--- src/rtl/i2c_pkg.sv ---
// Shared types and constants for the I2C register-file target.
package i2c_pkg;

  typedef enum logic [2:0] {
    IDLE,
    ADDR,
    ACK_ADDR,
    WR_DATA,
    ACK_DATA,
    RD_DATA,
    MACK,
    WAIT_STOP
  } state_e;

  localparam int BYTE_BITS = 8;
  localparam int ACK_BIT   = 9;

endpackage

--- src/rtl/i2c_bus_sync.sv ---
// Synchronizes SCL/SDA into the clk domain and decodes SCL edges and START/STOP.
module i2c_bus_sync #(
  parameter int SYNC_STAGES = 2
) (
  input  logic clk,
  input  logic rst,
  input  logic scl,
  input  logic sda_i,
  output logic scl_rise_o,
  output logic scl_fall_o,
  output logic start_det_o,
  output logic stop_det_o,
  output logic sda_o
);

  logic [SYNC_STAGES-1:0] scl_sync_q;
  logic [SYNC_STAGES-1:0] sda_sync_q;
  logic                   scl_hist_q;
  logic                   sda_hist_q;
  logic                   scl_s;
  logic                   sda_s;

  // Flops reset high so an idle bus produces no spurious edges on reset release.
  always_ff @(posedge clk or posedge rst) begin
    if (rst) begin
      scl_sync_q <= '1;
      sda_sync_q <= '1;
      scl_hist_q <= 1'b1;
      sda_hist_q <= 1'b1;
    end else begin
      scl_sync_q <= {scl_sync_q[SYNC_STAGES-2:0], scl};
      sda_sync_q <= {sda_sync_q[SYNC_STAGES-2:0], sda_i};
      scl_hist_q <= scl_sync_q[SYNC_STAGES-1];
      sda_hist_q <= sda_sync_q[SYNC_STAGES-1];
    end
  end

  assign scl_s = scl_sync_q[SYNC_STAGES-1];
  assign sda_s = sda_sync_q[SYNC_STAGES-1];

  assign scl_rise_o  =  scl_s & ~scl_hist_q;
  assign scl_fall_o  = ~scl_s &  scl_hist_q;
  assign start_det_o =  scl_s &  scl_hist_q &  sda_hist_q & ~sda_s;
  assign stop_det_o  =  scl_s &  scl_hist_q & ~sda_hist_q &  sda_s;
  assign sda_o       =  sda_s;

endmodule

--- src/rtl/i2c_target_mem.sv ---
// I2C target whose 7-bit address field indexes an internal byte register file;
// writes store data bytes, reads return stored bytes with auto-increment.
module i2c_target_mem
  import i2c_pkg::*;
#(
  parameter int SYNC_STAGES = 2,
  parameter int ADDR_W      = 7
) (
  input  logic              clk,
  input  logic              rst,
  input  logic              scl,
  input  logic              sda_i,
  output logic              sda_oe,
  output logic              busy,
  output logic              wr_valid,
  output logic [ADDR_W-1:0] wr_addr,
  output logic [7:0]        wr_data,
  output logic              rd_valid,
  output logic [ADDR_W-1:0] rd_addr
);

  logic scl_rise, scl_fall, start_det, stop_det, sda;

  i2c_bus_sync #(.SYNC_STAGES(SYNC_STAGES)) u_sync (
    .clk        (clk),
    .rst        (rst),
    .scl        (scl),
    .sda_i      (sda_i),
    .scl_rise_o (scl_rise),
    .scl_fall_o (scl_fall),
    .start_det_o(start_det),
    .stop_det_o (stop_det),
    .sda_o      (sda)
  );

  state_e            state_q, state_d;
  logic [3:0]        cnt_q, cnt_d;
  logic [7:0]        shift_q, shift_d;
  logic [ADDR_W-1:0] addr_q, addr_d;
  logic              rw_q, rw_d;
  logic              sda_oe_q, sda_oe_d;
  logic              busy_q, busy_d;
  logic              wr_valid_q, wr_valid_d;
  logic [ADDR_W-1:0] wr_addr_q, wr_addr_d;
  logic [7:0]        wr_data_q, wr_data_d;
  logic              rd_valid_q, rd_valid_d;
  logic [ADDR_W-1:0] rd_addr_q, rd_addr_d;
  logic [7:0]        mem_q [2**ADDR_W];
  logic              mem_we;
  logic [7:0]        rd_byte;

  assign rd_byte = mem_q[addr_q];

  always_comb begin
    state_d    = state_q;
    cnt_d      = cnt_q;
    shift_d    = shift_q;
    addr_d     = addr_q;
    rw_d       = rw_q;
    sda_oe_d   = sda_oe_q;
    busy_d     = busy_q;
    wr_valid_d = 1'b0;
    wr_addr_d  = wr_addr_q;
    wr_data_d  = wr_data_q;
    rd_valid_d = 1'b0;
    rd_addr_d  = rd_addr_q;
    mem_we     = 1'b0;

    if (stop_det) begin
      state_d  = IDLE;
      cnt_d    = '0;
      sda_oe_d = 1'b0;
      busy_d   = 1'b0;
    end else if (start_det) begin
      state_d  = ADDR;
      cnt_d    = '0;
      sda_oe_d = 1'b0;
      busy_d   = 1'b1;
    end else begin
      unique case (state_q)
        IDLE: ;
        ADDR: begin
          if (scl_rise) begin
            shift_d = {shift_q[6:0], sda};
            cnt_d   = cnt_q + 4'd1;
            // Eighth bit is R/W; the seven bits already shifted form the address.
            if (cnt_q == 4'(BYTE_BITS - 1)) begin
              addr_d = shift_q[ADDR_W-1:0];
              rw_d   = sda;
            end
          end else if (scl_fall && cnt_q == 4'(BYTE_BITS)) begin
            state_d  = ACK_ADDR;
            cnt_d    = 4'(ACK_BIT);
            sda_oe_d = 1'b1;
          end
        end
        ACK_ADDR: begin
          if (scl_fall && cnt_q == 4'(ACK_BIT)) begin
            if (rw_q) begin
              state_d    = RD_DATA;
              shift_d    = {rd_byte[6:0], 1'b0};
              sda_oe_d   = ~rd_byte[7];
              cnt_d      = 4'd1;
              rd_valid_d = 1'b1;
              rd_addr_d  = addr_q;
            end else begin
              state_d  = WR_DATA;
              cnt_d    = '0;
              sda_oe_d = 1'b0;
            end
          end
        end
        WR_DATA: begin
          if (scl_rise) begin
            shift_d = {shift_q[6:0], sda};
            cnt_d   = cnt_q + 4'd1;
          end else if (scl_fall && cnt_q == 4'(BYTE_BITS)) begin
            state_d  = ACK_DATA;
            cnt_d    = 4'(ACK_BIT);
            sda_oe_d = 1'b1;
          end
        end
        ACK_DATA: begin
          if (scl_fall && cnt_q == 4'(ACK_BIT)) begin
            state_d    = WR_DATA;
            cnt_d      = '0;
            sda_oe_d   = 1'b0;
            wr_valid_d = 1'b1;
            wr_addr_d  = addr_q;
            wr_data_d  = shift_q;
            mem_we     = 1'b1;
            addr_d     = addr_q + 1'b1;
          end
        end
        RD_DATA: begin
          // cnt_q counts bits already driven; the fall after bit 0 releases SDA.
          if (scl_fall) begin
            if (cnt_q == 4'(BYTE_BITS)) begin
              state_d  = MACK;
              cnt_d    = 4'(ACK_BIT);
              sda_oe_d = 1'b0;
            end else begin
              sda_oe_d = ~shift_q[7];
              shift_d  = {shift_q[6:0], 1'b0};
              cnt_d    = cnt_q + 4'd1;
            end
          end
        end
        MACK: begin
          if (scl_rise) begin
            if (sda) state_d = WAIT_STOP;
            else     addr_d  = addr_q + 1'b1;
          end else if (scl_fall) begin
            state_d    = RD_DATA;
            shift_d    = {rd_byte[6:0], 1'b0};
            sda_oe_d   = ~rd_byte[7];
            cnt_d      = 4'd1;
            rd_valid_d = 1'b1;
            rd_addr_d  = addr_q;
          end
        end
        WAIT_STOP: sda_oe_d = 1'b0;
        default:   state_d  = IDLE;
      endcase
    end
  end

  always_ff @(posedge clk or posedge rst) begin
    if (rst) begin
      state_q    <= IDLE;
      cnt_q      <= '0;
      shift_q    <= '0;
      addr_q     <= '0;
      rw_q       <= 1'b0;
      sda_oe_q   <= 1'b0;
      busy_q     <= 1'b0;
      wr_valid_q <= 1'b0;
      wr_addr_q  <= '0;
      wr_data_q  <= '0;
      rd_valid_q <= 1'b0;
      rd_addr_q  <= '0;
    end else begin
      state_q    <= state_d;
      cnt_q      <= cnt_d;
      shift_q    <= shift_d;
      addr_q     <= addr_d;
      rw_q       <= rw_d;
      sda_oe_q   <= sda_oe_d;
      busy_q     <= busy_d;
      wr_valid_q <= wr_valid_d;
      wr_addr_q  <= wr_addr_d;
      wr_data_q  <= wr_data_d;
      rd_valid_q <= rd_valid_d;
      rd_addr_q  <= rd_addr_d;
    end
  end

  // Register file comes out of reset holding its own index in every location.
  always_ff @(posedge clk or posedge rst) begin
    if (rst) begin
      for (int i = 0; i < 2**ADDR_W; i++) mem_q[i] <= 8'(i);
    end else if (mem_we) begin
      mem_q[addr_q] <= shift_q;
    end
  end

  assign sda_oe   = sda_oe_q;
  assign busy     = busy_q;
  assign wr_valid = wr_valid_q;
  assign wr_addr  = wr_addr_q;
  assign wr_data  = wr_data_q;
  assign rd_valid = rd_valid_q;
  assign rd_addr  = rd_addr_q;

endmodule

--- config.mk ---
export PLATFORM = sky130hd
export DESIGN_NAME = i2c_target_mem
export DESIGN_NICKNAME = d
export VERILOG_FILES = /design/src/rtl/i2c_pkg.sv /design/src/rtl/i2c_bus_sync.sv /design/src/rtl/i2c_target_mem.sv
export SDC_FILE = /design/constraint.sdc
export NUM_CORES = 2
export LEC_CHECK = 0
export ABC_AREA = 1
export BUFFER_PORTS_ARGS = -buffer_cell sky130_fd_sc_hd__buf_4
export CAP_MARGIN = 20
export CELL_PAD_IN_SITES_DETAIL_PLACEMENT = 1
export CELL_PAD_IN_SITES_GLOBAL_PLACEMENT = 1
export CORE_UTILIZATION = 52
export CTS_CLUSTER_DIAMETER = 200
export CTS_CLUSTER_SIZE = 12
export DETAILED_ROUTE_END_ITERATION = 8
export GPL_TIMING_DRIVEN = 0
export PLACE_DENSITY = 0.86
export SLEW_MARGIN = 20
export SYNTH_ARGS = -nofsm -noshare
export SYNTH_HDL_FRONTEND = slang
export SYNTH_SLANG_ARGS = --single-unit
--- constraint.sdc ---
create_clock -name clk -period 85.2 [get_ports clk]
set_input_delay 4.26 -clock clk [delete_from_list [all_inputs] [get_ports clk]]
set_output_delay 4.26 -clock clk [all_outputs]
set_load 0.01 [all_outputs]
; After elaboration in Yosys (flattened, before gate mapping)
; Index checks and enable logic that the tools add are counted.
[op_classes]
muxes = 77
n_reduce_logical = 19
mul = 0
div = 0
add_sub_neg = 2
magnitude_cmp = 2
shifts = 0
bitwise_logic = 16
n_eq_ne = 37
[op_table]
columns = operator, count
row1 = $bwmux W1024, 1
row2 = $mux W8, 10
row3 = $mux W7, 9
row4 = $bmux W8 S7, 1
row5 = $demux W8 S7, 1
row6 = $mux W3, 14
row7 = $mux W4, 10
row8 = $ne A4 B4 Y1 const B, 10
row9 = $pmux W8 S4, 1
row10 = $mux W1, 24
row11 = $ne A2 B2 Y1 const B, 11
row12 = $pmux W7 S3, 1
row13 = $pmux W4 S5, 1
row14 = $pmux W3 S6, 1
row15 = $reduce_and A8 Y1, 2
row16 = $reduce_bool A8 Y1, 2
row17 = $pmux W7 S2, 1
row18 = $reduce_and A7 Y1, 2
row19 = $eq A3 B3 Y1 const B, 4
row20 = $reduce_and A11 Y1, 1
row21 = $reduce_and A10 Y1, 1
row22 = $eq A4 B4 Y1 const B, 2
row23 = $ge A8 B8 Y1 const B, 1
row24 = $lt A8 B1 Y1 const B, 1
row25 = other kinds (24), 41
[totals]
out_inout_bits = 26
mem_count = 0
ram_bits = 0
register_bits = 1079
in_bits = 4
mem_bits_ro = 0
latch_bits = 0
word_cells = 297

; Longest topological paths before layout
[logic_depth]
depth_word = 10
mapped_depth = 18
depth_no_buf = 16

; By module
; From an unflattened synthesis, not the netlist that was laid out.
[unflattened]
hier_cells = 6211
hier_area_um2 = 49725.2
[modules_own_cells]
columns = module, seq_area_each_um2, cells_each, n_inst, area_per_inst_um2
row1 = i2c_target_mem, 27411.3, 6193, 1, 49522.5
row2 = i2c_bus_sync, 157.7, 18, 1, 202.7

; Worst setup path before layout
; OpenSTA, ideal clock, no wires.
[synth_timing]
path_kind = reg2out
from = reg busy_q, in the netlist busy
to = out busy
arrival_time_ps = 385
path_slack_ps = 80555
path_stages_with_launch = 1
path_buffers = 0
path_cell_list = dfrtp_1
[synth_lines]
columns = element, line_no
row1 = start: declaration, i2c_target_mem.sv:42  ; logic busy_q, busy_d;
row2 = start signal: assignment, i2c_target_mem.sv:189  ; busy_q <= busy_d;
row3 = end: declaration, i2c_target_mem.sv:14  ; output logic busy,
; No word-level cell between the ends.

==> flow_summary.json <==
{
  "run_status": "finished clean",
  "total_power_per_unit_cell_area_nw_per_um2": 26.23,
  "ctsLongestPathBuffers": 3,
  "synth_nets": 6066,
  "synth_edf_count": 0,
  "design.die.area_um2": 96440,
  "first_pass_iters": 7,
  "route.detailed.vias_per_inst": 6.704,
  "synth_area_per_cell_um2": 8.176,
  "critPathLaunchType": "primary input",
  "cts_repair_resized_insts": 0,
  "finalHoldViolations": 0,
  "finalWorstSetupSlack_ps": 79170,
  "ctsHtreeMaxLevel": 3,
  "dp_hpwl_mm": 178.7,
  "clock_skew_ps": 44.14,
  "synthesis.yosys.warnings": 0,
  "overall_fraction_of_global_route_tracks_in_use_pct": 55.36,
  "power_frac_seq_pct": 36.2,
  "min_period_over_period_pct": 7.080,
  "io-pin-count": 30,
  "ys_seq_area_share_pct": 55.69,
  "combinationalPowerShare_pct": 33.6,
  "rsz_0062_raised_after_global_routing": "false",
  "cts.clk_slew.worst_paths_ps": 60,
  "synth_most_common_cell": "sky130_fd_sc_hd__nand2_1",
  "finalNetCount": 6230,
  "average_wire_length_per_cell_after_detail_routing_um": 35.34,
  "drt_iter0_drc": 7421,
  "detailroute.via_count": 50900,
  "synth.cell_area_um2": 49500,
  "hold_buffers": 0,
  "synth_top_cells_by_count": "sky130_fd_sc_hd__nand2_1, sky130_fd_sc_hd__o21ai_0, sky130_fd_sc_hd__dfrtp_1",
  "finalCoreUtilization_pct": 58.95,
  "ant_nets": 0,
  "power.share.switching_pct": 44.56,
  "placedCellCount": 7372,
  "synth_async_sr_flop_share_pct": 100.0,
  "clock_latency_ps": 760,
  "period_needed_ps": 6032,
  "crit_type": "primary input to async pin",
  "synth_top_area_share_pct": 31.59,
  "numPortBuffers": 29,
  "timing.critical_path.to_type": "async pin",
  "number_of_maximum_capacitance_violations": 0,
  "vdd_drop_max_mv": 0.02167,
  "cp_data_required_time_ps": 86010,
  "timing.critical_path.arrival_ps": 6840,
  "numCtsBuffers": 99,
  "synth.ff_latch_count": 1079,
  "chipWidth_um": 310.5,
  "drt_total_wl_mm": 268.3,
  "clkSinkCount": 1079,
  "p_int_uw": 803.8,
  "grt_first_pass_wirelength_mm": 375.2,
  "cts_root_buffer": "sky130_fd_sc_hd__clkbuf_16",
  "cts_tree": "built",
  "synthToLayoutAreaGrowth_pct": 11.65,
  "maximum_number_of_pins_on_one_net_before_global_route_repair": 104,
  "start_util_pct": 52.80,
  "routabilityCongestion": 1.066,
  "max_slew.worst_pin.slew_ps": 1389,
  "setup-tns-final_ps": 0,
  "finalSetupViolations": 0,
  "post_layout_nonfiller_instances": 7592,
  "pwr-share-clk_pct": 30.3,
  "crit_fanout": 100,
  "y_dimension_of_the_die_um": 310.5,
  "core.rowCount": 112,
  "hp-class": "flip-flop to flip-flop",
  "final_routed_drc_violation_total": 0,
  "timing.fmax_mhz": 165.8,
  "relSlewSlack_pct": 7.385,
  "switchingPower_uw": 645.9,
  "total_leakage_power_uw": 0.02335,
  "synthDistinctLibCells": 44,
  "synth_ff_type": "sky130_fd_sc_hd__dfrtp_1",
  "grt_remaining_overflow": 0,
  "core_area_um2": 93750,
  "post_synth_inst_count": 6055,
  "vias_in_the_first_global_route": 50650,
  "grt_antenna_before_repair": 46,
  "layout-drive-gt1-share_pct": 14.82,
  "final-max-slew-violation-count": 0,
  "synthTopCellsByArea": "sky130_fd_sc_hd__dfrtp_1, sky130_fd_sc_hd__dfstp_2, sky130_fd_sc_hd__nand2_1, sky130_fd_sc_hd__o21ai_0, sky130_fd_sc_hd__clkbuf_1",
  "synth.largest_area_cell": "sky130_fd_sc_hd__dfrtp_1",
  "buffers_inserted_by_post_cts_timing_repair": 0,
  "dp_slack_ps": 78320
}
[sequential cells by signal (all words and copies together) (netlist names), 2 cells and up]
name,count
state_q,3
rd_addr,7
u_sync.scl_sync_q,2
addr_q,7
shift_q,8
wr_addr,7
wr_data,8
cnt_q,4
u_sync.sda_sync_q,2
mem_q,1024
[logic make-up (layout without fill, tap and decap cells)]
family	count (synthesis)	after routing	share of synthesized area [%]
buf+inv	638	887	5.373
compound gates	1456	1456	15.27
flops	1079	1079	55.69
other cells	0	34	0
xor+xnor	1	1	0.01770
fa+ha+maj	7	7	0.1769
simple gates	2874	2874	23.47
[per-stage QoR]
| stage | total power, uW | area [um2] | hold slack (ps) |
|---|---|---|---|
| floorplan | 681.0 | 49500 | 345.2 |
| CTS | 1392 | 55180 | 355.8 |
| global placement | 943.1 | 51290 | 345.3 |
| finish | 1450 | 55270 | 355.5 |
| detailed placement | 966.9 | 52260 | 346.9 |
| global route | 1433 | 55190 | 358.1 |
[layer usage]
metal / part of all wire, % / vias up / track usage, % / wire length [um]
met4: 11 / 36 / 48.47 / 29090
met1: 35 / 25470 / 65.57 / 92590
met5: 0.19 / - / 1.087 / 508
li1: - / 20010 / - / -
met3: 15 / 1415 / 25.72 / 39270
met2: 40 / 3973 / 75.01 / 106800
[cells in the final DEF (no fill, tap or decap), drive strengths merged, types with 84 or more instances in the layout]
cell type | synthesis | layout
nand2 | 2492 | 2492
o21ai | 1151 | 1151
dfrtp | 625 | 625
clkbuf | 280 | 463
dfstp | 454 | 454
inv | 217 | 217
buf | 139 | 202
a21oi | 200 | 200
nor2 | 168 | 168
nand4 | 84 | 84
[path summary, 6_finish.rpt]
path                            cells after the start                   end            startpoint  slack (ps)
worst max-delay path                                6            mem_q[267]                   rst       79170
worst min-delay path                                0  u_sync.sda_sync_q[1]  u_sync.sda_sync_q[0]         360
worst max register to register                     13            shift_q[3]             addr_q[1]       79940
worst min register to register                      0  u_sync.sda_sync_q[1]  u_sync.sda_sync_q[0]         360
max in group clk                                    1            wr_data[7]            wr_data[7]       79620
min in group asynchronous                           2            mem_q[520]                   rst        3620
[critical path, stage by stage]
cell and delay [ps]:
sky130_fd_sc_hd__buf_4 130, sky130_fd_sc_hd__inv_8 470, sky130_fd_sc_hd__buf_16 430, sky130_fd_sc_hd__buf_16 390
sky130_fd_sc_hd__buf_16 430, sky130_fd_sc_hd__buf_16 410
[power groups by stage]
stage	sequential [uW]	combinational, uW	clock (uW)
after floorplan	532	149	0
after global placement	532	411	0
after detailed placement	532	434	0
after CTS	524	436	432
after global routing	525	459	449
final	524	487	439
[final cells by class]
type | instances | area (um2)
inverter | 219 | 829.5
multi-input combinational | 4338 | 19290
fill | 11360 | 38480
tap | 1254 | 1569
antenna | 34 | 85.08
sequential | 1079 | 27570
timing repair buffer | 63 | 1071
clock buffer | 183 | 2856
buffer | 419 | 1934
clock inverter | 3 | 62.56
Note: power is estimated with default switching activity, not from simulation.
